## src/rtl/iob_ram_rd_stream.sv

```systemverilog
// Streams a block of words out of a 1-cycle-latency RAM read port onto a
// valid/ready stream. A 2-entry skid FIFO absorbs the read latency so the
// stream can run at one beat per cycle while still honouring back-pressure.
module iob_ram_rd_stream #(
    parameter int DATA_W = 8,
    parameter int ADDR_W = 10
) (
    input  logic              clk_i,
    input  logic              arst_i,
    input  logic              start_i,
    input  logic [ADDR_W-1:0] base_addr_i,
    input  logic [ADDR_W:0]   len_i,
    output logic              busy_o,
    output logic              done_o,
    output logic              r_en_o,
    output logic [ADDR_W-1:0] r_addr_o,
    input  logic [DATA_W-1:0] r_data_i,
    output logic              m_valid_o,
    output logic [DATA_W-1:0] m_data_o,
    input  logic              m_ready_i
);

    typedef enum logic [1:0] {IDLE, READ, DRAIN} state_t;

    state_t              state_q, state_d;
    logic [ADDR_W-1:0]   addr_q, addr_d;
    logic [ADDR_W:0]     rem_q, rem_d;      // reads still to issue
    logic                inflight_q;        // read issued last cycle
    logic                done_q, done_d;
    logic [DATA_W-1:0]   fifo_q [2];
    logic                rd_ptr_q, wr_ptr_q;
    logic [1:0]          occ_q;

    logic                pop, push, room, issue;

    assign pop  = (occ_q != 2'd0) && m_ready_i;
    assign push = inflight_q;
    // Issue only if the word will have a FIFO slot when it lands:
    // occupancy + inflight - pop < 2, rearranged to avoid underflow.
    assign room  = ({1'b0, occ_q} + {2'b00, inflight_q}) <= (3'd1 + {2'b00, pop});
    assign issue = (state_q == READ) && (rem_q != '0) && room;

    assign busy_o    = (state_q != IDLE);
    assign done_o    = done_q;
    assign r_en_o    = issue;
    assign r_addr_o  = addr_q;
    assign m_valid_o = (occ_q != 2'd0);
    assign m_data_o  = fifo_q[rd_ptr_q];

    // Next-state: latch the job, count down issued reads, finish on last pop.
    always_comb begin
        state_d = state_q;
        addr_d  = addr_q;
        rem_d   = rem_q;
        done_d  = 1'b0;
        unique case (state_q)
            IDLE: begin
                if (start_i) begin
                    if (len_i == '0) begin
                        done_d = 1'b1;
                    end else begin
                        addr_d  = base_addr_i;
                        rem_d   = len_i;
                        state_d = READ;
                    end
                end
            end
            READ: begin
                if (issue) begin
                    addr_d = addr_q + ADDR_W'(1);
                    rem_d  = rem_q - (ADDR_W+1)'(1);
                    if (rem_q == (ADDR_W+1)'(1)) state_d = DRAIN;
                end
            end
            DRAIN: begin
                // Nothing left in flight and the only buffered word leaves now.
                if (pop && (occ_q == 2'd1) && !inflight_q) begin
                    state_d = IDLE;
                    done_d  = 1'b1;
                end
            end
            default: state_d = IDLE;
        endcase
    end

    // Control registers.
    always_ff @(posedge clk_i or posedge arst_i) begin
        if (arst_i) begin
            state_q    <= IDLE;
            addr_q     <= '0;
            rem_q      <= '0;
            inflight_q <= 1'b0;
            done_q     <= 1'b0;
        end else begin
            state_q    <= state_d;
            addr_q     <= addr_d;
            rem_q      <= rem_d;
            inflight_q <= issue;
            done_q     <= done_d;
        end
    end

    // Skid FIFO: capture returning read data, release on stream handshake.
    always_ff @(posedge clk_i or posedge arst_i) begin
        if (arst_i) begin
            fifo_q[0] <= '0;
            fifo_q[1] <= '0;
            rd_ptr_q  <= 1'b0;
            wr_ptr_q  <= 1'b0;
            occ_q     <= 2'd0;
        end else begin
            if (push) begin
                fifo_q[wr_ptr_q] <= r_data_i;
                wr_ptr_q         <= ~wr_ptr_q;
            end
            if (pop) rd_ptr_q <= ~rd_ptr_q;
            occ_q <= occ_q + {1'b0, push} - {1'b0, pop};
        end
    end

endmodule

```

## config.mk

```make
export PLATFORM = sky130hd
export DESIGN_NAME = iob_ram_rd_stream
export DESIGN_NICKNAME = d
export VERILOG_FILES = /design/src/rtl/iob_ram_rd_stream.sv
export SDC_FILE = /design/constraint.sdc
export NUM_CORES = 1
export LEC_CHECK = 0
export CORE_MARGIN = 2
export CORE_UTILIZATION = 35
export DETAILED_ROUTE_END_ITERATION = 10
export HOLD_SLACK_MARGIN = 0.06
export SLEW_MARGIN = 20
export SYNTH_ARGS = -nofsm -noshare
export SYNTH_HDL_FRONTEND = slang
export SYNTH_SLANG_ARGS = --single-unit
export TNS_END_PERCENT = 10
```

## constraint.sdc

```tcl
create_clock -name clk_i -period 3.8 [get_ports clk_i]
set_clock_uncertainty 0.1 [all_clocks]
set_input_delay 0.76 -clock clk_i [delete_from_list [all_inputs] [get_ports clk_i]]
set_output_delay 0.76 -clock clk_i [all_outputs]
set_load 0.005 [all_outputs]
```

# [Yosys cells after proc, flatten, opt, wreduce, memory -nomap -nowiden]
# Cells that the tools add are included.
[op_classes] addsub=6 magnitude_cmp=4 muxes=24 reduce_logical=15 n_bitwise=4 eq_ne=9
[op_table] operator="two-way mux 11 bit" count=3
[op_table] operator="two-way mux 8 bit" count=4
[op_table] operator="two-way mux 10 bit" count=3
[op_table] operator="one-hot mux 11 bit (2 select lines)" count=1
[op_table] operator="one-hot mux 10 bit (2 select lines)" count=1
[op_table] operator="bitwise mux 16 bit" count=1
[op_table] operator="== test 11 x 1 -> 1 bit (second input constant)" count=1
[op_table] operator="zero test 11 bit" count=1
[op_table] operator="nonzero test 11 bit" count=1
[op_table] operator="subtractor 11 x 1 -> 11 bit (second input constant)" count=1
[op_table] operator="adder 10 x 1 -> 10 bit (second input constant)" count=1
[op_table] operator="two-way mux 2 bit" count=5
[op_table] operator="demux 8 bit (select 1 bit)" count=1
[op_table] operator="!= test 2 bit (second input constant)" count=4
[op_table] operator="logical AND 1 bit" count=6
[op_table] operator="one-hot mux 2 bit (3 select lines)" count=1
[op_table] operator="nonzero test 2 bit" count=3
[op_table] operator="AND reduction 5 bit" count=1
[op_table] operator="== test 2 x 1 -> 1 bit (second input constant)" count=2
[op_table] operator=">= comparator 2 bit (second input constant)" count=2
[op_table] operator="NOT 1 -> 2 bit" count=2
[op_table] operator="AND reduction 4 bit" count=1
[op_table] operator="adder 2 x 1 -> 3 bit" count=1
[op_table] operator="less-or-equal comparator 3 x 2 -> 1 bit" count=1
[op_table] operator="other kinds (11)" count=14
[word_totals] regBits=45 wordCells=72 in_bits=33 output_inout_bits=22

# [Depth between registers and ports, before layout]
[depth] depth_word=7 mapped_depth=10 ltp_nobuf=9

# [Worst setup path before layout]
# Ideal clock, no wire load.
[synth_timing] path_kind="in2out" from="input port m_ready_i" to="output port r_en_o" cell_stages=6 required_ns=2.940 path_slack_ns=0.754 path_buffers=0 arrival_ns=2.186 path_cell_list="nand2_1 > inv_1 > fa_1 > or3b_2 > nand2_1 > and3_1"
[synth_via] elab_chain_len=4
[synth_rtl] element="start, declared" line_no="20" source="input logic m_ready_i"
[synth_rtl] element="logical AND 1 bit" line_no="36" source="assign pop = (occ_q != 2'd0) && m_ready_i;"
[synth_rtl] element="via pop" line_no="34" source="logic pop, push, room, issue;"
[synth_rtl] element="adder 1 x 1 -> 2 bit" line_no="40" source="assign room = ({1'b0, occ_q} + {2'b00, inflight_q}) <= (3'd1 + {2'b00, pop});"
[synth_rtl] element="less-or-equal comparator 3 x 2 -> 1 bit" line_no="40"
[synth_rtl] element="logical AND 1 bit" line_no="41" source="assign issue = (state_q == READ) && (rem_q != '0) && room;"
[synth_rtl] element="end, declared" line_no="15" source="output logic r_en_o,"
# The timed path passes the listed nets, and every way through them passes these cells.

# [Final worst setup path]
# Same ends and word-level chain as after synthesis.

==> metrics.txt <==
CP startpoint kind primary input; Critical Path End Type primary output; sw frac 42.9%; Syn Nets 310; Worst-Margin Slew 0.834 ns; GRT Util Overall 16.3%; fin crit period 3.56 ns; warnings from Yosys 0; core area 7330 um2; fmax 0.281 GHz; vias per cell 5.18; Post-Synth Adder-Cell Area 4.49%; Compound-Gate Fraction of Synth Area 18.0%; GR Overflow Total 0; Post-synth ARST share 100%; Fin Hold WS 0.401 ns; initial antenna violation count 0; final WL 6.53 mm; cell area after synthesis 2670 um2; R2R depth 9; Clock Tree Buf Depth 2; Yosys top cell area share 42.1%; drt wl/cell 15.3 um; P&R area growth vs syn 28.5%; clk sinks 45; Initial Util 36.5%; synthesized area per cell 9.97 um2; pre-CTS WS -0.137 ns; Clock Root Buffer clkbuf_8; hold_sp wr_ptr_q; CTS H-tree depth 2; Cell Pwr Density 946 nW/um2; placer congestion estimate 0.902; Via Count 2205; die width 91.4 um; final number of max-transition violations 0; most common flop cell mapped by yosys dfrtp_1; worst path arrival time 2.70 ns; mux contribution to synthesized area 10.5%; Post-synth EDFFs 0; Hold Path Depth 1; Worst EP required 2.94 ns; max_cap viols 0; antenna-violating nets left 0; RSZ-0062 raised after global routing no; P_sw 1.39 mW; Hold Vio Cnt, Final 0; Worst-Skew Late Latency 0.30 ns; final cell utilization of the core 46.8%; cts hold-fix bufs 0; status completed; DIE HEIGHT 91.4 um; R2R Setup Slk 0.93 ns; Initial DRC Count 71; die area 8350 um2; Yosys reg bits 45; r2r endpoint r_addr_o[1]; sequential share of power 30.2%; Post-Synth Simple-Gate Area 18.4%; Cell variety after synth 47; antenna cell count 0; final net count 368; Crit. Startpoint m_ready_i; PortBufs 54; Final Cycle Share 93.7%; Clock power frac 9.7%; top post-synthesis cells by area dfrtp_1, mux2_2, o21ai_0, a21oi_1, ha_1; Post-Synth XOR/XNOR Area 1.31%; DRT Pass-1 Iters 4; number of global-route vias before repair 2217; crit-path max FO 2; Int Pwr 1.85 mW; Relative slew margins 44.1%; CTS tree yes; dominant cell type by area after synthesis dfrtp_1; CTS buffer count 5; largest family of logic cells by synthesized area simple AND/OR/NAND/NOR gates; row count 31; share of post-route cells with drive strength above 1 21.7%; Post-DP HPWL 4.78 mm; power consumption 3.25 mW; I/O pins 55; critical path type in -> out; fillers 717; VDD IR max 0.462 mV; Leak 1.42 nW; HP Class reg -> reg; setup violators final 0; drt drc 0; first-pass GRT wire length 11.1 mm; Comb pwr share 60.1%; cells after synthesis 268; fin worst setup slack 0.238 ns; largest net degree at the start of global routing 35; FF-to-FF Start occ_q[1]; CP endpoint r_en_o; Seq/Total Area, Yosys 42.1%; Worst-path clk slew 0.09 ns
cell usage after synthesis, types with 3 or more instances:
cell type	instances
mux2_2	24
o21ai_0	21
and3_1	8
nor4_2	3
dfrtp_1	45
clkbuf_1	4
o22ai_1	6
a31oi_1	4
buf_6	4
a21oi_1	20
o31ai_1	3
nor2b_1	3
nand4_1	6
a21oi_2	11
inv_1	12
ha_1	8
nand2_1	23
nand3_1	11
nor2_1	13
buf_2	4
xnor2_1	3
how the worst min path moves through the flow:
stage	end
6_report	wr_ptr_q
5_1_grt	fifo_q[13]
4_1_cts	fifo_q[6]
3_5_place_dp	fifo_q[6]
3_3_place_gp	wr_ptr_q
2_1_floorplan	wr_ptr_q
power groups by stage:
stage	Combinational, mW	Clock, mW	Sequential [mW]
2_1_floorplan	1.31	0	0.911
3_3_place_gp	1.91	0	0.984
3_5_place_dp	1.93	0	0.992
4_1_cts	1.97	0.332	0.982
5_1_grt	2.16	0.343	1.02
6_report	1.95	0.314	0.981
stage by stage:
step	cell area, um2	TNS (ns)	cells
after CTS	3430	0	426
after detailed placement	3330	-0.137	418
after global placement	3330	-0.0791	418
after floorplan	2670	0	268
final	3430	0	426
after global routing	3430	0	426
state kept, by name, indices dropped and copies added, names as in the netlist:
name        count
occ_q           2
state_q         2
r_addr_o       10
done_o          1
wr_ptr_q        1
inflight_q      1
rd_ptr_q        1
rem_q          11
fifo_q         16
routing by layer:
| layer | vias to the layer above | global-route usage (%) | part of all wire, % |
|---|---|---|---|
| met5 | - | 0 | 0 |
| met4 | 0 | 3.79 | 0.35 |
| met3 | 2 | 3.15 | 4.4 |
| met2 | 62 | 25.1 | 44 |
| met1 | 1036 | 23.5 | 51 |
| li1 | 1105 | - | - |
worst max-delay path: stages:
cell,delay [ns]
clkdlybuf4s50_1,0.48
nand2_1,0.07
inv_1,0.07
fa_1,0.42
o31ai_1,0.35
nand2_2,0.10
and3_4,0.19
dlygate4sd2_1,0.26
kinds of logic (layout without fill, tap and decap cells):
| family | Yosys count | count (layout) |
|---|---|---|
| muxes | 25 | 25 |
| buffers and inverters | 26 | 85 |
| AOI/OAI and AO/OA | 75 | 75 |
| DFF | 45 | 45 |
| and+or+nand+nor | 84 | 84 |
| adders and majority gates | 9 | 9 |
| xor gates and xnor gates | 4 | 4 |
cell usage in the layout, fill, tap and decap left out, types with 2 or more instances in the layout:
cell and n:
nor3_1 2, o21ai_0 21, xnor2_1 3, a21oi_2 11, nor4_1 2, nor2_1 13, nor4_2 3, mux2_2 24
and3_1 7, or2_2 2, nor2b_1 2, nand3_1 11, nor2_2 2, inv_1 11, dfrtp_1 45, o31ai_1 3
a31oi_1 4, nor4_4 2, clkdlybuf4s50_1 53, o22a_1 2, buf_4 11, nand2_1 22, nand4_1 6, clkbuf_8 5
o22ai_1 6, a21oi_1 20, ha_1 8
layout make-up:
class / count / area [um2] / share of cell area, %
multi-input cells: 197 / 1420 / 41.4
flip-flops and latches: 45 / 1130 / 32.8
repair buffers: 65 / 622 / 18.1
well taps: 99 / 124 / 3.61
clock buffers: 5 / 68.8 / 2.00
inverters: 12 / 45.0 / 1.31
clock inverters: 3 / 25.0 / 0.729
what timing repair did:
item                       in CTS  in global routing
setup endpoints to repair       1                  0
gates resized for setup         4                  0
buffers inserted                0                  0
No activity file was read; power rests on OpenSTA's default activity.
